[src/rtl/rv32im_divider.sv]
// Iterative radix-2 restoring divider for RV32M DIV/DIVU/REM/REMU, one result per XLEN steps.
// Define RV32IM_DIV_FASTPATH_EN to retire divide-by-zero and signed overflow after a single step.
module rv32im_divider #(
    parameter int XLEN = 32
) (
    input  logic            clk_i,
    input  logic            rst_n_i,
    input  logic            start_i,
    input  logic            kill_i,
    input  logic [1:0]      op_i,
    input  logic [XLEN-1:0] val_rs1_i,
    input  logic [XLEN-1:0] val_rs2_i,
    input  logic [4:0]      rd_addr_i,
    output logic            busy_o,
    output logic            we_o,
    output logic [4:0]      rd_addr_o,
    output logic [XLEN-1:0] val_rd_o
);
    localparam int CW = $clog2(XLEN);
    localparam logic [XLEN-1:0] MIN_NEG = {1'b1, {(XLEN-1){1'b0}}};

    typedef enum logic [1:0] {IDLE, CALC, DONE} state_t;

    state_t          state_q;
    logic [CW-1:0]   cnt_q;
    logic [XLEN-1:0] quo_q, rem_q, dvs_q, res_q;
    logic            neg_quo_q, neg_rem_q, is_rem_q, busy_q, we_q;
    logic [4:0]      rd_pend_q, rd_q;

    logic            is_signed_d, s1_d, s2_d, accept_d, last_d;
    logic [XLEN-1:0] abs1_d, abs2_d, quo_d, rem_d, res_d;
    logic [XLEN:0]   trial_d;

`ifdef RV32IM_DIV_FASTPATH_EN
    logic            fast_q, fast_d;
    logic [XLEN-1:0] fast_res_q, fast_res_d;

    assign fast_d = (val_rs2_i == '0) ||
                    (is_signed_d && (val_rs1_i == MIN_NEG) && (val_rs2_i == '1));
    always_comb begin
        if (val_rs2_i == '0) fast_res_d = op_i[1] ? val_rs1_i : '1;
        else                 fast_res_d = op_i[1] ? '0 : MIN_NEG;
    end
`endif

    // |x| of the most negative value wraps to itself, which is its correct unsigned magnitude
    assign is_signed_d = ~op_i[0];
    assign s1_d        = is_signed_d & val_rs1_i[XLEN-1];
    assign s2_d        = is_signed_d & val_rs2_i[XLEN-1];
    assign abs1_d      = s1_d ? -val_rs1_i : val_rs1_i;
    assign abs2_d      = s2_d ? -val_rs2_i : val_rs2_i;
    assign accept_d    = (state_q != CALC) && start_i && !kill_i;

    always_comb begin
        trial_d = {rem_q, quo_q[XLEN-1]} - {1'b0, dvs_q};
        if (trial_d[XLEN]) rem_d = {rem_q[XLEN-2:0], quo_q[XLEN-1]};
        else               rem_d = trial_d[XLEN-1:0];
        quo_d = {quo_q[XLEN-2:0], ~trial_d[XLEN]};
        if (is_rem_q) res_d = neg_rem_q ? -rem_d : rem_d;
        else          res_d = neg_quo_q ? -quo_d : quo_d;
        last_d = (cnt_q == CW'(XLEN-1));
`ifdef RV32IM_DIV_FASTPATH_EN
        if (fast_q) begin
            res_d  = fast_res_q;
            last_d = 1'b1;
        end
`endif
    end

    always_ff @(posedge clk_i or negedge rst_n_i) begin
        if (!rst_n_i) begin
            state_q   <= IDLE;
            cnt_q     <= '0;
            quo_q     <= '0;
            rem_q     <= '0;
            dvs_q     <= '0;
            res_q     <= '0;
            neg_quo_q <= 1'b0;
            neg_rem_q <= 1'b0;
            is_rem_q  <= 1'b0;
            busy_q    <= 1'b0;
            we_q      <= 1'b0;
            rd_pend_q <= '0;
            rd_q      <= '0;
`ifdef RV32IM_DIV_FASTPATH_EN
            fast_q     <= 1'b0;
            fast_res_q <= '0;
`endif
        end else begin
            we_q <= 1'b0;
            if (kill_i) begin
                state_q <= IDLE;
                busy_q  <= 1'b0;
            end else begin
                case (state_q)
                    IDLE, DONE: begin
                        state_q <= IDLE;
                        if (accept_d) begin
                            state_q   <= CALC;
                            busy_q    <= 1'b1;
                            cnt_q     <= '0;
                            quo_q     <= abs1_d;
                            rem_q     <= '0;
                            dvs_q     <= abs2_d;
                            is_rem_q  <= op_i[1];
                            neg_rem_q <= s1_d;
                            // a zero divisor yields all ones regardless of dividend sign
                            neg_quo_q <= (s1_d ^ s2_d) && (val_rs2_i != '0);
                            rd_pend_q <= rd_addr_i;
`ifdef RV32IM_DIV_FASTPATH_EN
                            fast_q     <= fast_d;
                            fast_res_q <= fast_res_d;
`endif
                        end
                    end
                    CALC: begin
                        quo_q <= quo_d;
                        rem_q <= rem_d;
                        cnt_q <= cnt_q + 1'b1;
                        if (last_d) begin
                            state_q <= DONE;
                            busy_q  <= 1'b0;
                            we_q    <= 1'b1;
                            rd_q    <= rd_pend_q;
                            res_q   <= res_d;
                        end
                    end
                    default: begin
                        state_q <= IDLE;
                        busy_q  <= 1'b0;
                    end
                endcase
            end
        end
    end

    assign busy_o    = busy_q;
    assign we_o      = we_q;
    assign rd_addr_o = rd_q;
    assign val_rd_o  = res_q;
endmodule

[config.mk]
export PLATFORM = sky130hd
export DESIGN_NAME = rv32im_divider
export DESIGN_NICKNAME = d
export VERILOG_FILES = /design/src/rtl/rv32im_divider.sv
export SDC_FILE = /design/constraint.sdc
export NUM_CORES = 1
export LEC_CHECK = 0
export CAP_MARGIN = 25
export CORE_MARGIN = 3
export CORE_UTILIZATION = 63
export DETAILED_ROUTE_END_ITERATION = 8
export PLACE_DENSITY = 0.88
export SLEW_MARGIN = 10
export SYNTH_ARGS = -nofsm -noshare
export SYNTH_HDL_FRONTEND = slang
export SYNTH_SLANG_ARGS = --single-unit
export TNS_END_PERCENT = 100
[constraint.sdc]
create_clock -name clk_i -period 7.3 [get_ports clk_i]
set_input_delay 0.73 -clock clk_i [delete_from_list [all_inputs] [get_ports clk_i]]
set_output_delay 0.73 -clock clk_i [all_outputs]
set_load 0.005 [all_outputs]
==> flow_metrics.env, run 1 <==
export IMPL_status="finished, final reports clean"
export IMPL_area_growth_pct=16.0
export IMPL_netlist_instances=1500
export IMPL_gp_congestion=0.957
export IMPL_path_class="reg2reg"
export IMPL_grt_usage=0.331
export IMPL_fin_setup_tns_ns=0
export IMPL_async_flop_share=1.00
export IMPL_hp_class="in2async"
export IMPL_tightest_slew_ns=1.05
export IMPL_start_util=0.656
export IMPL_h_tree_depth=4
export IMPL_vias=11400
export IMPL_critPathLaunchType="flip-flop"
export IMPL_yosysUniqueCellTypes=79
export IMPL_ff_latch_area_sq_um=3750
export IMPL_clockPowerShare=0.311
export IMPL_pwr_density_cell_nw_per_um2=230
export IMPL_syn_nets=1614
export IMPL_clock_latency_ns=0.43
export IMPL_synth_edf_count=0
export IMPL_cp_data_required_time_ns=7.62
export IMPL_dpl_cell_count=1767
export IMPL_clk_pin_slew_ns=0.06
export IMPL_cts_root_buf="clkbuf_16"
export IMPL_layout_min_cycle_time_ns=5.21
export IMPL_grt_first_pass_wirelength_microns=54200
export IMPL_io_pins=114
export IMPL_nets=1676
export IMPL_cts_resized=0
export IMPL_clockBufferDepth=2
export IMPL_synth_top_area_frac=0.324
export IMPL_synth_ff_type="dfrtp_1"
export IMPL_n_antenna_cell=0
export IMPL_fp_dieArea_sq_um=20100
export IMPL_ctsHoldBuffers=0
export IMPL_finalCritPeriodShare=0.713
export IMPL_rows=48
export IMPL_drive_gt1_frac=0.0483
export IMPL_synth_top_cell_by_area="dfrtp_1"
export IMPL_netSwitchingPower_mw=1.15
export IMPL_ys_seq_area_frac=0.324
export IMPL_dr_pass1_iters=7
export IMPL_core_sq_um=17700
export IMPL_numCtsBuffers=17
export IMPL_hpwl_microns=24200
export IMPL_drtIter0Drc=1082
export IMPL_avgSynthCellArea_sq_um=7.72
export IMPL_grt_overflow_total=0
export IMPL_tritoncts="done"
export IMPL_intPower_mw=1.94
export IMPL_worstPathArrival_ns=5.52
export IMPL_grt_pass1_vias=10900
export IMPL_comb_power_share=0.345
export IMPL_dieWidth_microns=142
export IMPL_worstPathMaxFanout=20
export IMPL_rsz0062_at_grt="false"
export IMPL_skew_ns=0.00769
export IMPL_fmax_mhz=192
export IMPL_p_sw_frac=0.372
export IMPL_setup_viol_count_final=0
export IMPL_cts_setup_buffers=0
export IMPL_wl_per_cell_microns=18.3
export IMPL_io_buffers=113
export IMPL_antenna_found_initial=0
export IMPL_drv_cap=0
export IMPL_netlist_area_sq_um=11600
export IMPL_wirelength_microns=32900
export IMPL_multiInputGateArea_sq_um=7320
export IMPL_p_seq_frac=0.344
export IMPL_vdd_drop_max_mv=0.232
export IMPL_synth_seq_cells=150
export IMPL_clock_sinks=150
export IMPL_viasPerCell=6.32
export IMPL_n_fill_cell=1355
export IMPL_netlist_top_cells_area="dfrtp_1 (32%), o21ai_0 (8.1%), nand2_1 (7.3%)"
export IMPL_drcViolationCount=0
export IMPL_timing_slew_headroom=0.303
export IMPL_die_y_microns=142
export IMPL_worst_setup_path_end_kind="flip-flop"
export IMPL_p_leak_nw=5.64
export IMPL_synth_warnings=0
export IMPL_drtAntennaViolNets=0
export IMPL_grt_max_degree=98
export IMPL_timing_hold_violations_final=0
export IMPL_fin_cells=1799
export IMPL_final_max_slew_viol_count=0
## sequential cells by signal, summed over array words and instances, names as in the netlist
signal	count
val_rd_o	32
quo_q	32
neg_quo_q	1
is_rem_q	1
rd_pend_q	5
state_q	2
busy_o	1
rd_addr_o	5
dvs_q	32
rem_q	32
neg_rem_q	1
cnt_q	5
we_o	1
## final timing paths
kind | from | endpoint | slack (ns) | depth (start not counted)
worst max-delay path | quo_q[31] | val_rd_o[26] | 2.09 | 19
worst max register to register | quo_q[31] | val_rd_o[26] | 2.09 | 19
max in group asynchronous | rst_n_i | quo_q[11] | 5.52 | 2
worst min-delay path | rst_n_i | quo_q[3] | 0.34 | 1
worst min register to register | rd_pend_q[4] | rd_addr_o[4] | 0.47 | 2
min in group clk_i | rd_pend_q[4] | rd_addr_o[4] | 0.47 | 2
## worst max-delay path, cell delays in order (launching register included)
cell and delay [ns]:
dfrtp_1 0.35, inv_1 0.07, ha_1 0.23, fa_1 0.40, nand2b_1 0.20, a21o_1 0.22
a21oi_2 0.28, o21ai_0 0.21, a21oi_1 0.39, xor2_4 0.54, nand2_1 0.09, o21ai_0 0.17
ha_1 0.30, inv_1 0.14, nor4_1 0.33, and4_1 0.33, nor2_1 0.10, o41a_1 0.43
mux2i_1 0.13, o22a_1 0.17
## per-layer routing
| layer | track usage | part of all wire | vias up |
|---|---|---|---|
| met2 | 0.558 | 0.49 | 431 |
| met3 | 0.0489 | 0.060 | 59 |
| met5 | 0 | 0 | - |
| met4 | 0.0909 | 0.019 | 0 |
| met1 | 0.446 | 0.43 | 5423 |
| li1 | - | - | 5455 |
## synthesized netlist by cell type (5+ instances only)
cell type,n
buf_2,16
nand3_1,19
nor2_1,130
o211ai_1,5
xnor2_1,72
nor3_1,50
nor4_1,15
nor2b_1,9
mux2i_1,23
and2_1,12
o2111ai_1,8
a211oi_1,5
buf_1,7
nor3b_1,6
nand2_1,226
ha_1,38
clkbuf_1,57
and3_1,11
nand4_1,7
a41oi_1,8
a31oi_1,14
mux2_2,10
o41ai_1,10
o31ai_1,17
or3_1,19
a22o_1,9
xor2_1,50
o21ai_0,188
dfrtp_1,150
a21oi_1,119
a21o_1,10
o31a_1,5
o21a_1,12
or4_1,9
a21boi_0,8
nand2b_1,16
inv_1,57
## through the flow
| stage | cell area [sq um] | setup slack [ns] | util | hold slack (ns) | total power, mW |
|---|---|---|---|---|---|
| finish | 13400 | 2.09 | 0.761 | 0.341 | 3.08 |
| global route | 13400 | 1.80 | 0.761 | 0.427 | 3.26 |
| CTS | 13400 | 2.22 | 0.760 | 0.394 | 3.07 |
| detailed placement | 12800 | 2.27 | 0.724 | 0.459 | 2.11 |
| global placement | 12800 | 2.49 | 0.724 | 0.447 | 2.07 |
| floorplan | 11600 | 2.70 | - | 0.434 | 1.80 |
## cell type report
class	count	share of cell area
timing repair buffer	124	0.0910
multi-input combinational	1210	0.545
inverter	59	0.0165
clock inverter	13	0.0146
clock buffer	18	0.0327
sequential	150	0.279
tap	225	0.0209
## power groups by stage
stage	logic (mW)	registers [mW]	clock network, mW
after global routing	1.18	1.08	1.01
after CTS	1.05	1.06	0.965
final	1.06	1.06	0.959
after global placement	1.01	1.07	0
after detailed placement	1.04	1.07	0
after floorplan	0.774	1.03	0
## cells in the final DEF (no fill, tap or decap), types with 11 or more instances in the layout
| master | count |
|---|---|
| dfrtp_1 | 150 |
| clkdlybuf4s50_1 | 112 |
| a31oi_1 | 14 |
| inv_1 | 57 |
| and3_1 | 11 |
| nor3_1 | 50 |
| nand2b_1 | 16 |
| o21ai_0 | 188 |
| xor2_1 | 49 |
| nor4_1 | 15 |
| o31ai_1 | 17 |
| a21oi_1 | 119 |
| clkbuf_16 | 17 |
| xnor2_1 | 72 |
| o21a_1 | 12 |
| and2_1 | 12 |
| mux2i_1 | 23 |
| ha_1 | 38 |
| nand2_1 | 226 |
| nor2_1 | 129 |
| or3_1 | 19 |
| nand3_1 | 19 |
## kinds of logic (layout without fill, tap and decap cells)
kind of cell	Yosys count	count (layout)	share of synthesized area
and+or+nand+nor	550	550	0.219
adders and majority gates	39	39	0.0428
muxes	33	33	0.0296
DFF	150	150	0.324
AOI/OAI and AO/OA	466	466	0.245
xor gates and xnor gates	122	122	0.0922
buffers and inverters	140	214	0.0474
Power figures use the tool's default switching activity.
==> inputs of run 2 (changes only) <==
--- a/config.mk
+++ b/config.mk
@@ -7,9 +7,9 @@
 export LEC_CHECK = 0
 export CAP_MARGIN = 25
 export CORE_MARGIN = 3
-export CORE_UTILIZATION = 63
+export CORE_UTILIZATION = 53
 export DETAILED_ROUTE_END_ITERATION = 8
-export PLACE_DENSITY = 0.88
+export PLACE_DENSITY = 0.79
 export SLEW_MARGIN = 10
 export SYNTH_ARGS = -nofsm -noshare
 export SYNTH_HDL_FRONTEND = slang
==> constraint.sdc (replaced) <==
create_clock -name clk_i -period 4.5 [get_ports clk_i]
set_input_delay 0.45 -clock clk_i [delete_from_list [all_inputs] [get_ports clk_i]]
set_output_delay 0.45 -clock clk_i [all_outputs]
set_load 0.005 [all_outputs]
==> run 2 against run 1 <==
The flow now finishes with violations (hold timing). Non-clock buffer count increased by 20. Combinational power increased by 65%. Final cell count increased by 3.9%. Largest power group is now combinational logic.
==> flow_metrics.env, run 2 (synthesis gave the netlist of run 1 again) <==
export IMPL_r2r_cells=19
export IMPL_core_sq_um=21200
export IMPL_clockPowerShare=0.291
export IMPL_area_growth_pct=17.9
export IMPL_antenna_found_initial=0
export IMPL_viasPerCell=6.05
export IMPL_timing_hold_violations_final=3
export IMPL_dieWidth_microns=154
export IMPL_worst_setup_path_end_kind="flip-flop"
export IMPL_dr_pass1_iters=7
export IMPL_vdd_drop_max_mv=0.258
export IMPL_p_sw_frac=0.393
export IMPL_die_y_microns=154
export IMPL_drtAntennaViolNets=0
export IMPL_final_max_slew_viol_count=0
export IMPL_clock_latency_ns=0.44
export IMPL_grt_first_pass_wirelength_microns=54300
export IMPL_postPlaceCellArea_sq_um=13000
export IMPL_reg2reg_to="val_rd_o[30]"
export IMPL_nets=1696
export IMPL_tightest_slew_ns=0.982
export IMPL_worstPathMaxFanout=8
export IMPL_tritoncts="done"
export IMPL_path_class="reg2reg"
export IMPL_p_seq_frac=0.352
export IMPL_vias=11300
export IMPL_reg2reg_slack_ns=0.16
export IMPL_setup_viol_count_final=0
export IMPL_clk_pin_slew_ns=0.07
export IMPL_clock_sinks=150
export IMPL_intPower_mw=2.97
export IMPL_io_buffers=113
export IMPL_drive_gt1_frac=0.0683
export IMPL_ctsHoldBuffers=0
export IMPL_final_common_cell="nand2_1"
export IMPL_worstPathArrival_ns=4.67
export IMPL_dp_slack_ns=0.0257
export IMPL_fin_area_sq_um=13700
export IMPL_grt_max_degree=67
export IMPL_drtIter0Drc=903
export IMPL_netSwitchingPower_mw=1.92
export IMPL_fin_setup_tns_ns=0
export IMPL_start_util=0.546
export IMPL_drcViolationCount=0
export IMPL_crit_chain="ha_1 -> a21oi_1 -> o21ai_0 -> a2111o_1 -> o22ai_1 -> a21oi_2 -> buf_4 -> xor2_4 -> buf_4 -> inv_2 -> ha_1 -> nand2b_1 -> or3_4 -> nand2b_1 -> o21ai_1 -> xor2_1 -> nand2_1 -> o221ai_1 -> o31ai_1"
export IMPL_fp_dieArea_sq_um=23700
export IMPL_finalCritPeriodShare=0.963
export IMPL_worst_slack_ns=0.165
export IMPL_gp_congestion=0.924
export IMPL_wl_per_cell_microns=17.8
export IMPL_rows=53
export IMPL_grt_overflow_total=0
export IMPL_r2r_start="rem_q[28]"
export IMPL_numCtsBuffers=17
export IMPL_critPathLaunchType="flip-flop"
export IMPL_cts_root_buf="clkbuf_16"
export IMPL_h_tree_depth=4
export IMPL_most_common_layout_cells="nand2_1 (225), o21ai_0 (185), dfrtp_1 (150)"
export IMPL_cp_slowest_stage_delay_ns=0.44
export IMPL_drv_cap=0
export IMPL_layout_min_cycle_time_ns=4.34
export IMPL_timing_hold_ws_ns=-0.00276
export IMPL_timing_slew_headroom=0.345
export IMPL_grt_pass1_vias=10700
export IMPL_grt_usage=0.276
export IMPL_pwr_density_cell_nw_per_um2=358
export IMPL_status="finished, violations left"
export IMPL_io_pins=114
export IMPL_clockBufferDepth=2
export IMPL_n_antenna_cell=0
export IMPL_p_leak_nw=5.73
export IMPL_n_fill_cell=1908
export IMPL_worst_path_max_delay_cell="a2111o_1"
export IMPL_violations="hold timing"
export IMPL_fmax_mhz=231
export IMPL_hpwl_microns=25000
export IMPL_hp_class="in2async"
export IMPL_comb_power_share=0.357
export IMPL_skew_ns=0.0135
export IMPL_wirelength_microns=33300
export IMPL_cp_data_required_time_ns=4.83
==> run 2: cell count changes in the layout (fill, tap and decap cells not counted), sizes merged <==
cell,delta
buf,+20
inv,+9
bufinv,-4
clkinv,-3
clkinvlp,-1
==> run 2: power by group through the flow <==
stage | sequential [mW] | clock, mW | combinational (mW)
4_1_cts | 1.71 | 1.42 | 1.71
2_1_floorplan | 1.67 | 0 | 1.26
6_report | 1.72 | 1.42 | 1.75
3_3_place_gp | 1.73 | 0 | 1.67
3_5_place_dp | 1.74 | 0 | 1.70
5_1_grt | 1.75 | 1.49 | 1.95
==> run 2: worst max-delay path by stage <==
stage               slack (ns)       from  cells past startpoint            to
floorplan                 0.04  quo_q[31]                     22  val_rd_o[26]
global placement          0.13  quo_q[31]                     20  val_rd_o[26]
detailed placement        0.03  quo_q[31]                     20  val_rd_o[26]
CTS                      0.008  quo_q[31]                     20  val_rd_o[26]
global route            -0.003  rem_q[28]                     19  val_rd_o[30]
finish                    0.16  rem_q[28]                     19  val_rd_o[30]
==> run 2: repair_timing <==
action,CTS,global route
pin swaps,0,3
cloned,0,0
resized for setup,0,18
setup endpoints to repair,1,13
setup buffers,2,1
==> run 2: cell type report <==
class                      count  area [sq um]  area share
timing repair buffer         144          1390       0.102
tap                          275           344      0.0252
sequential                   150          3750       0.275
clock buffer                  18           439      0.0322
multi-input combinational   1210          7380       0.540
clock inverter                14           130     0.00953
inverter                      59           221      0.0162
==> run 2: critical path: cells and delay by family (launching register included) <==
kind                     cells  cell delay, ns
buffers and inverters        3            0.40
XOR/XNOR                     2            0.31
AND/OR/NAND/NOR              4            0.85
flip-flops                   1            0.41
AO/OA/AOI/OAI                8            1.70
adder cells (fa/ha/maj)      2            0.55
==> run 2: metal layers <==
metal,global-route usage,up-vias,share of wire
met5,0,-,0
met2,0.456,364,0.48
met4,0.0837,0,0.025
li1,-,5485,-
met3,0.0422,54,0.053
met1,0.375,5410,0.44
==> run 2: per-stage QoR <==
step	instances	total power, mW	utilization
finish	1870	4.89	0.644
global route	1870	5.19	0.644
CTS	1867	4.85	0.639
detailed placement	1833	3.44	0.612
global placement	1833	3.40	0.612
floorplan	1500	2.93	-
==> inputs of run 3 (changes only) <==
--- a/config.mk
+++ b/config.mk
@@ -9,7 +9,7 @@
 export CORE_MARGIN = 3
 export CORE_UTILIZATION = 53
 export DETAILED_ROUTE_END_ITERATION = 8
-export PLACE_DENSITY = 0.79
+export PLACE_DENSITY = 0.81
 export SLEW_MARGIN = 10
 export SYNTH_ARGS = -nofsm -noshare
 export SYNTH_HDL_FRONTEND = slang
==> run 3 against run 2 <==
Power down 0.15%. Critical endpoint is now val_rd_o[26]. Maximum frequency up 0.53%. Sequential power about the same. Critical path depth up 1. Final cell count about the same. Wire length down 0.20%. Final area up 0.27%. Die area unchanged. The run now ends clean. Global-route usage down 0.30 points. Clock skew down 0.0010 ns.
==> flow_metrics.env, run 3 (synthesis gave the netlist of run 1 again) <==
export IMPL_cp_startpoint="rem_q[4]"
export IMPL_grt_first_pass_wirelength_microns=53600
export IMPL_p_sw_frac=0.392
export IMPL_reg2reg_slack_ns=0.19
export IMPL_reg2reg_to="val_rd_o[26]"
export IMPL_clock_sinks=150
export IMPL_fmax_mhz=232
export IMPL_clockBufferDepth=2
export IMPL_vias=11600
export IMPL_drcViolationCount=0
export IMPL_clock_latency_ns=0.44
export IMPL_final_max_slew_viol_count=0
export IMPL_fp_dieArea_sq_um=23700
export IMPL_p_seq_frac=0.353
export IMPL_grt_pass1_vias=10800
export IMPL_clk_pin_slew_ns=0.07
export IMPL_dr_pass1_iters=5
export IMPL_nets=1695
export IMPL_area_growth_pct=18.2
export IMPL_crit_end="val_rd_o[26]"
export IMPL_worstPathArrival_ns=4.63
export IMPL_fin_cells=1869
export IMPL_start_util=0.546
export IMPL_drive_gt1_frac=0.0728
export IMPL_tightest_slew_ns=1.04
export IMPL_critPathLaunchType="flip-flop"
export IMPL_drtIter0Drc=908
export IMPL_dpl_cell_count=1835
export IMPL_dieWidth_microns=154
export IMPL_rows=53
export IMPL_wirelength_microns=33300
export IMPL_most_common_layout_cells="nand2_1 (226), o21ai_0 (185), dfrtp_1 (150)"
export IMPL_io_buffers=113
export IMPL_layout_min_cycle_time_ns=4.31
export IMPL_skew_ns=0.0125
export IMPL_grt_max_degree=71
export IMPL_timing_hold_violations_final=0
export IMPL_timing_slew_headroom=0.306
export IMPL_drtAntennaViolNets=0
export IMPL_p_leak_nw=5.75
export IMPL_n_fill_cell=1859
export IMPL_utilization=0.645
export IMPL_die_y_microns=154
export IMPL_status="finished, final reports clean"
export IMPL_final_common_cell="nand2_1"
export IMPL_hp_class="in2async"
export IMPL_tritoncts="done"
export IMPL_viasPerCell=6.18
export IMPL_pwr_density_cell_nw_per_um2=357
export IMPL_worst_setup_path_end_kind="flip-flop"
export IMPL_vdd_drop_max_mv=0.256
export IMPL_finalCritPeriodShare=0.958
export IMPL_antenna_found_initial=0
export IMPL_io_pins=114
export IMPL_worstPathMaxFanout=7
export IMPL_r2r_cells=20
export IMPL_n_antenna_cell=0
export IMPL_grt_overflow_total=0
export IMPL_core_sq_um=21200
export IMPL_intPower_mw=2.97
export IMPL_gp_congestion=0.933
export IMPL_ctsHoldBuffers=0
export IMPL_h_tree_depth=4
export IMPL_hpwl_microns=24700
export IMPL_wl_per_cell_microns=17.8
export IMPL_cts_root_buf="clkbuf_16"
export IMPL_path_class="reg2reg"
export IMPL_netSwitchingPower_mw=1.92
export IMPL_r2r_start="rem_q[4]"
export IMPL_numCtsBuffers=17
export IMPL_clockPowerShare=0.284
export IMPL_comb_power_share=0.363
export IMPL_grt_usage=0.273
export IMPL_drv_cap=0
export IMPL_setup_viol_count_final=0
export IMPL_cp_data_required_time_ns=4.82
[run 3: cell types whose count changed in the layout (fill, tap and decap cells not counted), sizes merged]
cell / change
clkinvlp: +2
clkinv: +3
buf: -1
inv: -5
[run 3: how the worst min path moves through the flow]
stage | cells past startpoint | endpoint
after floorplan | 0 | busy_o
after global placement | 2 | rd_addr_o[0]
after detailed placement | 2 | rd_addr_o[2]
after CTS | 1 | dvs_q[3]
after global routing | 1 | dvs_q[3]
final | 1 | dvs_q[3]
[run 3: worst max-delay path, stage by stage, from the launching register on]
cell	delay [ns]
dfrtp_1	0.43
ha_1	0.39
a21o_1	0.26
nor3_1	0.27
a21oi_2	0.13
o21ai_2	0.21
a21oi_2	0.09
buf_4	0.15
xor2_4	0.21
buf_4	0.17
nor2_1	0.09
a21oi_1	0.07
inv_1	0.09
ha_2	0.18
inv_1	0.06
nor4_2	0.28
and4_4	0.29
nor2_1	0.07
o41a_1	0.42
mux2i_1	0.13
o22a_1	0.19
[run 3: final cells by class]
class                      instances  area, sq um  share of cell area
clock buffer                      18          439              0.0321
multi-input combinational       1210         7430               0.542
clock inverter                    14          116             0.00850
sequential                       150         3750               0.274
timing repair buffer             143         1390               0.102
inverter                          59          221              0.0162
tap                              275          344              0.0251
[run 3: metal layers]
layer  part of all wire  GRT usage  wire (microns)  up-vias
met5                  0          0               0        -
met4              0.023     0.0812             772        0
met3              0.059     0.0484            1950       62
met2               0.49      0.459           16300      421
met1               0.43      0.361           14200     5568
li1                   -          -               -     5499
[run 3: stage by stage]
| stage | worst slack (ns) | power (mW) | instance area (sq um) | setup TNS (ns) | hold slack, ns |
|---|---|---|---|---|---|
| 2_1_floorplan | 0.0410 | 2.93 | 11600 | 0 | 0.154 |
| 3_3_place_gp | 0.108 | 3.40 | 13000 | 0 | 0.445 |
| 3_5_place_dp | -0.0378 | 3.45 | 13000 | -0.0378 | 0.463 |
| 4_1_cts | 0.0223 | 4.83 | 13600 | 0 | 0.0438 |
| 5_1_grt | -0.0306 | 5.17 | 13700 | -0.0306 | 0.0669 |
| 6_report | 0.187 | 4.88 | 13700 | 0 | 0.0255 |
[run 3: power groups by stage]
stage | registers [mW] | logic, mW | clock network, mW
2_1_floorplan | 1.67 | 1.26 | 0
3_3_place_gp | 1.73 | 1.67 | 0
3_5_place_dp | 1.74 | 1.71 | 0
4_1_cts | 1.72 | 1.72 | 1.39
5_1_grt | 1.75 | 1.96 | 1.46
6_report | 1.72 | 1.77 | 1.39
[run 3: timing repair]
action,CTS,global route
setup buffers,0,1
gates cloned,0,0
setup endpoints to repair,3,14
pin swaps,2,2
gates resized for setup,2,23
